--- src/rtl/drive_pkg.sv ---
// Shared drive definitions: mode codes, H-bridge direction encodings and the
// mode -> per-wheel {dir, duty} target table used by the drive FSM and motor driver.
package drive_pkg;

    typedef enum logic [4:0] {
        MODE_IDLE         = 5'd0,
        MODE_START        = 5'd1,
        MODE_COUNT        = 5'd2,
        MODE_STRAIGHT     = 5'd3,
        MODE_CHOOSE       = 5'd4,
        MODE_LEFT         = 5'd5,
        MODE_RIGHT        = 5'd6,
        MODE_BACK         = 5'd7,
        MODE_LITTLE_LEFT  = 5'd8,
        MODE_LITTLE_RIGHT = 5'd9,
        MODE_STOP         = 5'd30,
        MODE_ERROR        = 5'd31
    } mode_e;

    typedef enum logic [1:0] {
        DIR_COAST = 2'b00,
        DIR_REV   = 2'b01,
        DIR_FWD   = 2'b10
    } dir_e;

    typedef enum logic [1:0] {
        WS_RUN,
        WS_RAMP_DOWN,
        WS_DEAD
    } wheel_state_e;

    typedef struct packed {
        dir_e       dir;
        logic [7:0] duty;
    } wheel_target_t;

    typedef struct packed {
        logic          stop;
        wheel_target_t left;
        wheel_target_t right;
    } drive_target_t;

    function automatic drive_target_t run_target(input dir_e ld, input logic [7:0] lduty,
                                                 input dir_e rd, input logic [7:0] rduty);
        drive_target_t t;
        t.stop       = 1'b0;
        t.left.dir   = ld;
        t.left.duty  = lduty;
        t.right.dir  = rd;
        t.right.duty = rduty;
        return t;
    endfunction

    // Anything not explicitly listed is stop-class: coast both wheels at zero duty.
    function automatic drive_target_t mode_target(input logic [4:0] mode);
        drive_target_t t;
        t.stop       = 1'b1;
        t.left.dir   = DIR_COAST;
        t.left.duty  = 8'd0;
        t.right.dir  = DIR_COAST;
        t.right.duty = 8'd0;
        case (mode)
            MODE_STRAIGHT:     t = run_target(DIR_FWD, 8'd200, DIR_FWD, 8'd200);
            MODE_CHOOSE:       t = run_target(DIR_FWD, 8'd120, DIR_FWD, 8'd120);
            MODE_LEFT:         t = run_target(DIR_REV, 8'd160, DIR_FWD, 8'd160);
            MODE_RIGHT:        t = run_target(DIR_FWD, 8'd160, DIR_REV, 8'd160);
            MODE_BACK:         t = run_target(DIR_REV, 8'd150, DIR_REV, 8'd150);
            MODE_LITTLE_LEFT:  t = run_target(DIR_FWD, 8'd120, DIR_FWD, 8'd200);
            MODE_LITTLE_RIGHT: t = run_target(DIR_FWD, 8'd200, DIR_FWD, 8'd120);
            default:           ;
        endcase
        return t;
    endfunction

    function automatic logic [7:0] ramp_toward(input logic [7:0] cur, input logic [7:0] tgt,
                                               input logic [7:0] step);
        logic [7:0] diff;
        if (cur < tgt) begin
            diff = tgt - cur;
            return cur + ((diff > step) ? step : diff);
        end
        diff = cur - tgt;
        return cur - ((diff > step) ? step : diff);
    endfunction

endpackage

--- src/rtl/wheel_channel.sv ---
// One wheel: RUN / RAMP_DOWN / DEAD sequencing, duty ramp, dead-time counter and
// the registered PWM compare against the shared pwm counter.
module wheel_channel
    import drive_pkg::*;
#(
    parameter int RAMP_STEP = 8,
    parameter int DEAD_CYC  = 50000
) (
    input  logic       clk,
    input  logic       rst,
    input  logic       stop,
    input  logic       ramp_tick,
    input  dir_e       tgt_dir,
    input  logic [7:0] tgt_duty,
    input  logic [7:0] pwm_cnt,
    output dir_e       dir,
    output logic       pwm,
    output logic       at_target_next
);

    localparam int             DW        = $clog2(DEAD_CYC + 1);
    localparam logic [DW-1:0]  DEAD_LAST = DW'(DEAD_CYC - 1);
    localparam logic [7:0]     STEP      = 8'(RAMP_STEP);

    wheel_state_e  state, state_n;
    dir_e          dir_n;
    logic [7:0]    cur_duty, duty_n;
    logic [DW-1:0] dead_cnt, dead_n;

    always_ff @(posedge clk) begin
        if (rst) begin
            state    <= WS_RUN;
            dir      <= DIR_COAST;
            cur_duty <= 8'd0;
            dead_cnt <= '0;
            pwm      <= 1'b0;
        end else begin
            state    <= state_n;
            dir      <= dir_n;
            cur_duty <= duty_n;
            dead_cnt <= dead_n;
            pwm      <= stop ? 1'b0 : (pwm_cnt < cur_duty);
        end
    end

    // A reversal always ramps to zero, then coasts for the dead time before re-engaging.
    always_comb begin
        state_n = state;
        dir_n   = dir;
        duty_n  = cur_duty;
        dead_n  = dead_cnt;
        if (stop) begin
            state_n = WS_RUN;
            dir_n   = DIR_COAST;
            duty_n  = 8'd0;
            dead_n  = '0;
        end else begin
            case (state)
                WS_RUN: begin
                    if (dir == tgt_dir) begin
                        if (ramp_tick) duty_n = ramp_toward(cur_duty, tgt_duty, STEP);
                    end else if (dir == DIR_COAST) begin
                        dir_n  = tgt_dir;
                        duty_n = 8'd0;
                    end else begin
                        state_n = WS_RAMP_DOWN;
                    end
                end
                WS_RAMP_DOWN: begin
                    if (tgt_dir == dir) begin
                        state_n = WS_RUN;
                    end else if (cur_duty == 8'd0) begin
                        state_n = WS_DEAD;
                        dir_n   = DIR_COAST;
                        dead_n  = '0;
                    end else if (ramp_tick) begin
                        duty_n = ramp_toward(cur_duty, 8'd0, STEP);
                    end
                end
                WS_DEAD: begin
                    if (dead_cnt == DEAD_LAST) begin
                        state_n = WS_RUN;
                        dir_n   = tgt_dir;
                        duty_n  = 8'd0;
                        dead_n  = '0;
                    end else begin
                        dead_n = dead_cnt + DW'(1);
                    end
                end
                default: state_n = WS_RUN;
            endcase
        end
        at_target_next = (state_n == WS_RUN) && (dir_n == tgt_dir) && (duty_n == tgt_duty);
    end

endmodule

--- src/rtl/motor_cmd_driver.sv ---
// Motor command driver: decodes the drive mode into per-wheel targets and hosts the
// shared PWM and ramp dividers feeding two wheel channels.
module motor_cmd_driver
    import drive_pkg::*;
#(
    parameter int PWM_DIV   = 390,
    parameter int RAMP_DIV  = 100000,
    parameter int RAMP_STEP = 8,
    parameter int DEAD_CYC  = 50000
) (
    input  logic       clk,
    input  logic       rst,
    input  logic [4:0] mode,
    output logic [1:0] l_IN,
    output logic [1:0] r_IN,
    output logic       left_pwm,
    output logic       right_pwm,
    output logic       settled
);

    localparam int PDW = $clog2(PWM_DIV + 1);
    localparam int RDW = $clog2(RAMP_DIV + 1);

    logic [PDW-1:0] pwm_div_cnt;
    logic [RDW-1:0] ramp_div_cnt;
    logic [7:0]     pwm_cnt;
    logic           ramp_tick;
    drive_target_t  target;
    dir_e           l_dir, r_dir;
    logic           l_at_next, r_at_next;

    assign target    = mode_target(mode);
    assign ramp_tick = (ramp_div_cnt == RDW'(RAMP_DIV - 1));

    always_ff @(posedge clk) begin
        if (rst) begin
            pwm_div_cnt  <= '0;
            pwm_cnt      <= 8'd0;
            ramp_div_cnt <= '0;
            settled      <= 1'b1;
        end else begin
            if (pwm_div_cnt == PDW'(PWM_DIV - 1)) begin
                pwm_div_cnt <= '0;
                pwm_cnt     <= pwm_cnt + 8'd1;
            end else begin
                pwm_div_cnt <= pwm_div_cnt + PDW'(1);
            end
            ramp_div_cnt <= ramp_tick ? '0 : ramp_div_cnt + RDW'(1);
            settled      <= l_at_next & r_at_next;
        end
    end

    wheel_channel #(.RAMP_STEP(RAMP_STEP), .DEAD_CYC(DEAD_CYC)) u_left (
        .clk            (clk),
        .rst            (rst),
        .stop           (target.stop),
        .ramp_tick      (ramp_tick),
        .tgt_dir        (target.left.dir),
        .tgt_duty       (target.left.duty),
        .pwm_cnt        (pwm_cnt),
        .dir            (l_dir),
        .pwm            (left_pwm),
        .at_target_next (l_at_next)
    );

    wheel_channel #(.RAMP_STEP(RAMP_STEP), .DEAD_CYC(DEAD_CYC)) u_right (
        .clk            (clk),
        .rst            (rst),
        .stop           (target.stop),
        .ramp_tick      (ramp_tick),
        .tgt_dir        (target.right.dir),
        .tgt_duty       (target.right.duty),
        .pwm_cnt        (pwm_cnt),
        .dir            (r_dir),
        .pwm            (right_pwm),
        .at_target_next (r_at_next)
    );

    assign l_IN = l_dir;
    assign r_IN = r_dir;

endmodule
--- config.mk ---
export PLATFORM = sky130hd
export DESIGN_NAME = motor_cmd_driver
export DESIGN_NICKNAME = d
export VERILOG_FILES = /design/src/rtl/drive_pkg.sv /design/src/rtl/wheel_channel.sv /design/src/rtl/motor_cmd_driver.sv
export SDC_FILE = /design/constraint.sdc
export NUM_CORES = 1
export LEC_CHECK = 0
export ABC_AREA = 1
export ABC_CLOCK_PERIOD_IN_PS = 17500
export BUFFER_PORTS_ARGS = -buffer_cell sky130_fd_sc_hd__buf_2
export CORE_ASPECT_RATIO = 0.6
export CORE_MARGIN = 2
export CORE_UTILIZATION = 60
export DETAILED_ROUTE_END_ITERATION = 12
export GPL_TIMING_DRIVEN = 0
export PLACE_DENSITY_LB_ADDON = 0.1
export SYNTH_ARGS = -nofsm -noshare
export SYNTH_HDL_FRONTEND = slang
export SYNTH_SLANG_ARGS = --single-unit
--- constraint.sdc ---
create_clock -name clk -period 17.5 [get_ports clk]
set_input_delay 3.5 -clock clk [delete_from_list [all_inputs] [get_ports clk]]
set_output_delay 3.5 -clock clk [all_outputs]
set_load 0.01 [all_outputs]
==> qor.yml, run 1 <==
grt_usage: 0.342
tns_ns: 0
crit_required_ns: 17.79
wl_mm: 27.0
max-vdd-ir-drop_mv: 0.0542
total_power_w: 0.000574
synth_top_area_cell: "dfxtp_1"
antenna_found_initial: 0
drt_iter0_markers: 1227
crit_arrival_ns: 10.23
stdcell_count: 1695
cp_top_family: "simple AND/OR/NAND/NOR gates"
start_util: 0.618
rr_worst_depth: 38
cts_htree_levels: 3
clock_path_buffers: 2
worstHoldStart: "ramp_div_cnt[0]$_SDFF_PP0_"
cts_tree: "yes"
rsz0062_at_grt: "false"
synth.ff_latch_count: 93
grt_first_pass_wirelength_mm: 43.7
n_fill_cell: 1350
area_growth_pct: 6.88
clkTransAtPathRegs_ns: 0.08
reg2reg_to: "settled$_SDFF_PP1_"
crit_buf_inv: 6
hold_buffers: 0
drt-vias-per-instance: 5.68
cts-root-buf: "clkbuf_16"
crit_top_cell: "nand2_1"
hold_end: "ramp_div_cnt[0]$_SDFF_PP0_"
cts_sinks: 93
yosys_warnings: 0
fp.dieH_um: 99.0
grt_max_degree: 20
max_cap_viol_count: 0
slew_headroom: 0.102
syn_inst: 1467
grt-ovfl-total: 0
clkLatencyLatePin_ns: 0.36
synth.most_common_cell: "nand2_1"
drc: 0
antenna_left: 0
netlist_top_cells_count: "365 x nand2_1, 208 x inv_1, 146 x nand3_1, 146 x nor2_1, 100 x a21oi_1"
async_reset_ff_frac: 0
netlist_area_mm2: 0.00902
placed_area_mm2: 0.00933
ys_types: 53
worst_pin_slew_ns: 1.34
first_pass_iters: 6
dp.cells: 1679
syn_avg_cell_area_um2: 6.15
max_stage_delay_ns: 1.02
end_kind: "register"
rr_startpoint: "u_right.cur_duty[3]$_SDFF_PP0_"
layout-drive-gt1-share: 0.0635
fin_crit_sh: 0.568
die_w_um: 162
cts_setup_buffers: 0
worstPathMaxFanout: 11
gp_congestion: 1.05
fin_skew_ns: 0.0128
core_mm2: 0.0146
synth_area_leaders: "dfxtp_1 21%, nand2_1 15%, ha_1 11%"
startpoint_type: "input port"
synth_flop_cell: "dfxtp_1"
finalSetupViolCount: 0
io_pins: 14
status: "completed"
total_leakage_power_nw: 4.66
fin_area_mm2: 0.00964
vias: 9620
p_per_area_mw_per_mm2: 59.6
multi_input_area_mm2: 0.00620
hold_violations: 0
numCtsBuffers: 9
max_freq_mhz: 101
ctsResizeCount: 0
hpwlAfterDp_mm: 21.2
synth.top_cell.area_share: 0.206
drv_slew: 0
drt-wirelength-per-cell_um: 15.9
grt_pass1_vias: 8457
io_buffers: 12
rrSetupSlack_ns: 12.14
fin_nets: 1585
worstSetupPathType: "input port to register"
crit_path_top_delay_cell: "nor2_1"
rows: 34
fp.dieArea_mm2: 0.0161
regArea_mm2: 0.00186
min-delay-path-class: "register to register"
diodes: 0
final.min_clock_period_ns: 9.94
synth_edf_count: 0
hold_depth: 1
ys_seq_area_frac: 0.206
==> layout make-up <==
class / count / share of cell area
plain buffers: 24 / 0.0131
flip-flops and latches: 93 / 0.193
multi-input cells: 1128 / 0.643
well taps: 198 / 0.0257
clock inverters: 7 / 0.00831
repair buffers: 12 / 0.00623
clock buffers: 9 / 0.0234
inverters: 224 / 0.0872
==> cells in the final DEF (no fill, tap or decap), types with 9 or more instances in the layout <==
master,count
nand2_1,365
inv_1,208
nor2_1,146
nand3_1,146
a21oi_1,100
dfxtp_1,93
ha_1,80
o21ai_0,64
nand4_1,43
xor2_1,30
nor3_1,30
buf_2,23
nor3b_1,17
o211ai_1,12
inv_2,11
clkbuf_1,10
clkbuf_16,9
==> where the power goes <==
group	internal (W)	switching [W]
sequential	0.000213	0.00000238
combinational	0.0000508	0.000104
clock	0.000102	0.000102
total	0.000366	0.000208
==> through the flow <==
stage | hold slack (ns) | setup WS [ns] | utilization
floorplan | 0.418 | 9.35 | -
global placement | 0.439 | 7.52 | 0.640
detailed placement | 0.451 | 7.47 | 0.640
CTS | 0.466 | 7.82 | 0.661
global route | 0.481 | 7.04 | 0.661
finish | 0.462 | 7.56 | 0.661
==> sequential cells by signal (all words and copies together), names as in the netlist <==
| signal | count |
|---|---|
| pwm_cnt | 8 |
| pwm_div_cnt | 9 |
| ramp_div_cnt | 17 |
| settled | 1 |
| u_left.cur_duty | 8 |
| u_left.dead_cnt | 16 |
| u_left.dir | 2 |
| u_left.pwm | 1 |
| u_left.state | 2 |
| u_right.cur_duty | 8 |
| u_right.dead_cnt | 16 |
| u_right.dir | 2 |
| u_right.pwm | 1 |
| u_right.state | 2 |
==> worst reg2reg max path, delay by kind of cell, from the launching register on <==
kind	cells	cell delay, ns
buffers and inverters	7	0.81
adder cells (fa/ha/maj)	3	1.03
AND/OR/NAND/NOR	26	2.51
AO/OA/AOI/OAI	2	0.39
flip-flops	1	0.56
==> how the worst max path moves through the flow <==
| stage | start | end | cells after the start |
|---|---|---|---|
| 5_1_grt | mode[3] | settled$_SDFF_PP1_ | 40 |
| 4_1_cts | mode[3] | settled$_SDFF_PP1_ | 38 |
| 3_3_place_gp | mode[3] | settled$_SDFF_PP1_ | 38 |
| 2_1_floorplan | mode[4] | settled$_SDFF_PP1_ | 38 |
| 6_report | mode[3] | settled$_SDFF_PP1_ | 38 |
| 3_5_place_dp | mode[3] | settled$_SDFF_PP1_ | 38 |
==> kinds of logic (layout without fill, tap and decap cells) <==
kind of cell	Yosys count	in the layout	share of synthesized area
and+or+nand+nor	791	791	0.395
other	2	4	0.000833
buffers and inverters	248	276	0.107
adders and majority gates	86	86	0.124
AOI/OAI and AO/OA	214	214	0.133
xor gates and xnor gates	33	33	0.0329
DFF	93	93	0.206
==> routing by layer <==
metal	global-route usage	vias up	part of all wire	wire length, µm
met5	0	-	0	0
met3	0.106	32	0.13	3420
met2	0.461	478	0.37	9930
li1	-	4847	-	-
met4	0.0429	0	0.0076	206
met1	0.535	4263	0.50	13500
Note: power is estimated with default switching activity, not from simulation.
==> run 2: changes to the inputs <==
- ABC_CLOCK_PERIOD_IN_PS: 17500 -> 8400
- CORE_UTILIZATION: 60 -> 59
- clock period: 17.5 -> 8.4 ns (I/O delays scaled with it)
==> run 2 against run 1 <==
  * Design area hardly changed
  * Critical path depth down 1
  * Clock skew rose by 0.0022 ns
  * Sequential share of layout area is essentially flat
  * Setup slack lost 7.0 ns
  * Non-clock buffer count did not move
  * Power up 110%
  * Flip-flop and latch count stayed put
  * Global-route usage shrank 1.1 points
  * Die area is 1.6% higher
  * First-iteration DRC count is 5.7% higher
==> qor.yml, run 2 (synthesis gave the netlist of run 1 again) <==
crit_path_top_delay_cell: "nor2_2"  # was nor2_1
p_per_area_mw_per_mm2: 125  # was 59.6 mW/mm²
start_util: 0.613  # was 0.618
startpoint_type: "input port"  # unchanged
io_pins: 14  # unchanged
regArea_mm2: 0.00186  # unchanged
min-delay-path-class: "register to register"  # unchanged
antenna_found_initial: 0  # unchanged
vias: 9710  # was 9620
gp_congestion: 1.03  # was 1.05
worstHoldStart: "ramp_div_cnt[0]$_SDFF_PP0_"  # unchanged
antenna_left: 0  # unchanged
grt_max_degree: 21  # was 20
slew_headroom: 0.426  # was 0.102
clkTransAtPathRegs_ns: 0.08  # about the same
worst_pin_slew_ns: 0.860  # was 1.34 ns
n_fill_cell: 1389  # was 1350
status: "completed"  # unchanged
fin_crit_sh: 0.928
worstPathMaxFanout: 11  # unchanged
cts_sinks: 93  # unchanged
drt-wirelength-per-cell_um: 15.6  # was 15.9 µm
crit_arrival_ns: 8.09  # was 10.23 ns
rows: 34  # unchanged
end_kind: "register"  # unchanged
hold_violations: 0  # unchanged
total_power_w: 0.00120  # was 0.000574 W
worstSetupPathType: "input port to register"  # unchanged
grt_usage: 0.331  # was 0.342
fp.dieArea_mm2: 0.0163  # was 0.0161 mm²
max_freq_mhz: 128
top_regs: "ramp_div_cnt x17, u_left.dead_cnt x16, u_right.dead_cnt x16"  # unchanged
reg2reg_to: "settled$_SDFF_PP1_"  # unchanged
total_leakage_power_nw: 4.66  # about the same
final_common_cell: "nand2_1"  # unchanged
final.min_clock_period_ns: 7.79
grt_pass1_vias: 8392  # was 8457
clock_path_buffers: 2  # unchanged
crit_top_cell: "nand2_1"  # unchanged
fin_nets: 1585  # unchanged
largest_reg_flops: 17  # unchanged
worst_hold_slack_ns: 0.454  # was 0.462 ns
drt_iter0_markers: 1297  # was 1227
die_w_um: 164  # was 162 µm
core_mm2: 0.0147  # was 0.0146 mm²
mostFrequentLayoutCells: "365 x nand2_1, 208 x inv_1, 146 x nand3_1"  # was 365 x nand2_1, 208 x inv_1, 146 x nor2_1, 146 x nand3_1, 100 x a21oi_1
max-vdd-ir-drop_mv: 0.0824  # was 0.0542 mV
cts_htree_levels: 3  # unchanged
crit_required_ns: 8.69  # was 17.79 ns
cts-root-buf: "clkbuf_16"  # unchanged
first_pass_iters: 6  # unchanged
layout-drive-gt1-share: 0.0641  # was 0.0635
diodes: 0  # unchanged
grt-ovfl-total: 0  # unchanged
drc: 0  # unchanged
multi_input_area_mm2: 0.00620  # about the same
rr_worst_depth: 30  # was 38
crit_buf_inv: 3  # was 6
wl_mm: 26.4  # was 27.0 mm
drv_slew: 0  # unchanged
max_cap_viol_count: 0  # unchanged
fp.dieH_um: 99.8  # was 99.0 µm
hold_depth: 1  # unchanged
clkLatencyLatePin_ns: 0.36  # about the same
top_register: "ramp_div_cnt"  # unchanged
cp_top_family: "simple AND/OR/NAND/NOR gates"  # unchanged
rrSetupSlack_ns: 2.95  # was 12.14 ns
cts_tree: "yes"  # unchanged
tns_ns: 0  # unchanged
hold_end: "ramp_div_cnt[0]$_SDFF_PP0_"  # unchanged
hpwlAfterDp_mm: 20.8  # was 21.2 mm
fin_skew_ns: 0.0150  # was 0.0128 ns
drt-vias-per-instance: 5.73  # was 5.68
rsz0062_at_grt: "false"  # unchanged
hold_buffers: 0  # unchanged
rr_startpoint: "u_left.cur_duty[4]$_SDFF_PP0_"  # was u_right.cur_duty[3]$_SDFF_PP0_
io_buffers: 12  # unchanged
finalSetupViolCount: 0  # unchanged
grt_first_pass_wirelength_mm: 42.8  # was 43.7 mm
area_growth_pct: 6.92  # was 6.88%
max_stage_delay_ns: 0.67  # was 1.02 ns
numCtsBuffers: 9  # unchanged
-- run 2: cell types whose count changed in the layout (fill, tap and decap cells not counted) --
cell,change
clkinv_4,-2
clkinv_8,-1
clkinvlp_4,-1
inv_12,+1
inv_6,+3
nor2_1,-1
nor2_2,+1
-- run 2: how the worst max path moves through the flow --
stage                       start  cells past startpoint                  to  slack, ns
after global routing      mode[3]                     39  settled$_SDFF_PP1_       0.12
after detailed placement  mode[3]                     37  settled$_SDFF_PP1_       0.06
after global placement    mode[3]                     37  settled$_SDFF_PP1_       0.18
final                     mode[3]                     37  settled$_SDFF_PP1_       0.61
after CTS                 mode[3]                     37  settled$_SDFF_PP1_       0.42
after floorplan           mode[4]                     38  settled$_SDFF_PP1_       2.07
-- run 2: power breakdown --
part | internal [W] | total (W) | switching (W)
Clock | 0.000215 | 0.000432 | 0.000217
Combinational | 0.000106 | 0.000322 | 0.000216
Sequential | 0.000445 | 0.000450 | 0.00000479
-- run 2: stage by stage --
stage	cell area [µm²]	std cells	setup slack (ns)	util
after global placement	9330	1679	0.179	0.634
after global routing	9640	1695	0.120	0.655
after floorplan	9020	1469	2.07	-
after detailed placement	9330	1679	0.0576	0.634
final	9640	1695	0.608	0.655
after CTS	9640	1695	0.415	0.655
-- run 2: layer usage --
layer	global-route usage	vias to the layer above	share of wire
li1	-	4849	-
met1	0.509	4302	0.49
met2	0.434	523	0.37
met3	0.116	36	0.14
met4	0.0648	0	0.012
met5	0	-	0
-- run 2: area by class of cell --
| class | count | share of cell area |
|---|---|---|
| multi-input cells | 1128 | 0.643 |
| flip-flops and latches | 93 | 0.193 |
| inverters | 224 | 0.0872 |
| well taps | 198 | 0.0257 |
| clock buffers | 9 | 0.0234 |
| plain buffers | 24 | 0.0131 |
| clock inverters | 7 | 0.00843 |
| repair buffers | 12 | 0.00623 |
-- run 2: what timing repair did --
| item | in CTS | in global routing |
|---|---|---|
| gates resized for setup | 0 | 1 |
| setup buffers | 0 | 0 |
| endpoints found under the setup margin | 0 | 1 |
==> run 3: changes to the inputs <==
- CORE_UTILIZATION: 59 -> 60
- CTS_BUF_LIST: unset -> sky130_fd_sc_hd__clkbuf_8
==> run 3 against run 2 <==
  * Combinational power about the same
  * Final cell count did not move
  * Maximum frequency grew 3.8%
  * Clock skew is 0.0051 ns higher
  * Critical path depth shrank 2
  * Hold slack improved by 0.015 ns
  * Critical endpoint unchanged
  * Largest cell class unchanged
==> qor.yml, run 3 (synthesis gave the netlist of run 1 again) <==
grt_first_pass_wirelength_mm: 43.6  # was 42.8 mm
grt_pass1_vias: 8465  # was 8392
rr_worst_depth: 38  # was 30
top_register: "ramp_div_cnt"  # unchanged
crit_top_cell: "nand2_1"  # unchanged
p_per_area_mw_per_mm2: 114  # was 125 mW/mm²
fin_nets: 1585  # unchanged
dp_slack_ns: 0.186  # was 0.0576 ns
antenna_found_initial: 0  # unchanged
max_stage_delay_ns: 0.64  # was 0.67 ns
drc: 0  # unchanged
layout_setup_ws_ns: 0.895  # was 0.608 ns
mostFrequentLayoutCells: "365 x nand2_1, 208 x inv_1, 146 x nand3_1"  # unchanged
clkLatencyLatePin_ns: 0.39  # was 0.36 ns
final_common_cell: "nand2_1"  # unchanged
io_buffers: 12  # unchanged
grt_max_degree: 20  # was 21
numCtsBuffers: 9  # unchanged
startpoint_type: "input port"  # unchanged
fin_crit_sh: 0.893  # was 0.928
slew_headroom: 0.456  # was 0.426
layout-drive-gt1-share: 0.0641  # unchanged
total_leakage_power_nw: 4.61  # was 4.66 nW
hpwlAfterDp_mm: 21.2  # was 20.8 mm
antenna_left: 0  # unchanged
placed_area_mm2: 0.00933  # unchanged
drt-wirelength-per-cell_um: 15.9  # was 15.6 µm
max-vdd-ir-drop_mv: 0.0778  # was 0.0824 mV
area_growth_pct: 5.79  # was 6.92%
diodes: 0  # unchanged
utilization: 0.654  # was 0.655
io_pins: 14  # unchanged
gp_congestion: 1.05  # was 1.03
largest_reg_flops: 17  # unchanged
final.min_clock_period_ns: 7.51  # was 7.79 ns
fin_area_mm2: 0.00954  # was 0.00964 mm²
first_pass_iters: 5  # was 6
fp.dieArea_mm2: 0.0161  # was 0.0163 mm²
vias: 9620  # was 9710
min-delay-path-class: "register to register"  # unchanged
end_kind: "register"  # unchanged
worst_pin_slew_ns: 0.815  # was 0.860 ns
core_mm2: 0.0146  # was 0.0147 mm²
cts_setup_buffers: 0  # unchanged
cts-root-buf: "clkbuf_8"  # was clkbuf_16
wl_mm: 27.0  # was 26.4 mm
crit_path_top_delay_cell: "nor2_2"  # unchanged
fin_skew_ns: 0.0201  # was 0.0150 ns
hold_depth: 1  # unchanged
drt-vias-per-instance: 5.68  # was 5.73
startpoint: "mode[3]"  # unchanged
cts_tree: "yes"  # unchanged
fp.dieH_um: 99.0  # was 99.8 µm
max_freq_mhz: 133  # was 128 MHz
die_w_um: 162  # was 164 µm
rr_startpoint: "u_right.cur_duty[3]$_SDFF_PP0_"  # was u_left.cur_duty[4]$_SDFF_PP0_
max_cap_viol_count: 0  # unchanged
total_power_w: 0.00109  # was 0.00120 W
tns_ns: 0  # unchanged
clkTransAtPathRegs_ns: 0.12  # was 0.08 ns
worstPathMaxFanout: 11  # unchanged
grt-ovfl-total: 0  # unchanged
clock_path_buffers: 2  # unchanged
crit_arrival_ns: 7.79  # was 8.09 ns
rrSetupSlack_ns: 3.07  # was 2.95 ns
finalSetupViolCount: 0  # unchanged
hold_violations: 0  # unchanged
cts_sinks: 93  # unchanged
crit_required_ns: 8.68  # was 8.69 ns
rsz0062_at_grt: "false"  # unchanged
drt_iter0_markers: 1185  # was 1297
cts_htree_levels: 3  # unchanged
start_util: 0.618  # was 0.613
grt_usage: 0.342  # was 0.331
worstHoldStart: "ramp_div_cnt[0]$_SDFF_PP0_"  # unchanged
drv_slew: 0  # unchanged
top_regs: "ramp_div_cnt x17, u_left.dead_cnt x16, u_right.dead_cnt x16"  # unchanged
status: "completed"  # unchanged
worstSetupPathType: "input port to register"  # unchanged
rows: 34  # unchanged
-- run 3: cell types whose count changed in the layout (fill, tap and decap cells not counted) --
| cell | change |
|---|---|
| inv_6 | -3 |
| clkinv_8 | +1 |
| clkinvlp_4 | +1 |
| clkbuf_8 | +9 |
| clkinv_4 | +2 |
| inv_12 | -1 |
| clkbuf_16 | -9 |
-- run 3: worst max-delay path: cells and delay by family --
kind / cells / cell delay [ns]
simple gates: 24 / 3.57
fa+ha+maj: 3 / 0.92
compound gates: 4 / 0.86
buf+inv: 4 / 0.73
-- run 3: final timing paths --
kind | to
worst max-delay path | settled$_SDFF_PP1_
worst min-delay path | ramp_div_cnt[0]$_SDFF_PP0_
worst max register to register | settled$_SDFF_PP1_
worst min register to register | ramp_div_cnt[0]$_SDFF_PP0_
-- run 3: power by group --
group / internal [W] / switching, W
clock network: 0.000118 / 0.000201
logic: 0.000106 / 0.000217
registers: 0.000445 / 0.00000494
total: 0.000669 / 0.000422
-- run 3: layout make-up --
type | instances | area, µm²
Sequential cell | 93 | 1860
Inverter | 224 | 841
Fill cell | 1368 | 5050
Clock inverter | 7 | 80.1
Tap cell | 198 | 248
Buffer | 24 | 126
Multi-Input combinational cell | 1128 | 6200
Timing Repair Buffer | 12 | 60.1
Clock buffer | 9 | 124
-- run 3: what timing repair did --
| item | in CTS | in global routing |
|---|---|---|
| hold buffers | 0 | 0 |
| endpoints found under the setup margin | 0 | 1 |
| gates resized for setup | 0 | 1 |
-- run 3: metal layers --
metal  up-vias  part of all wire  wire length (µm)  global-route usage
met4         0            0.0080               216              0.0497
li1       4842                 -                 -                   -
met2       492              0.37              9920               0.462
met3        28              0.13              3490               0.110
met1      4258              0.50             13400               0.530
met5         -                 0                 0                   0
-- run 3: stage by stage --
step | hold WS [ns] | cells
after floorplan | 0.418 | 1469
after global placement | 0.439 | 1679
after detailed placement | 0.451 | 1679
after CTS | 0.472 | 1695
after global routing | 0.487 | 1695
final | 0.469 | 1695
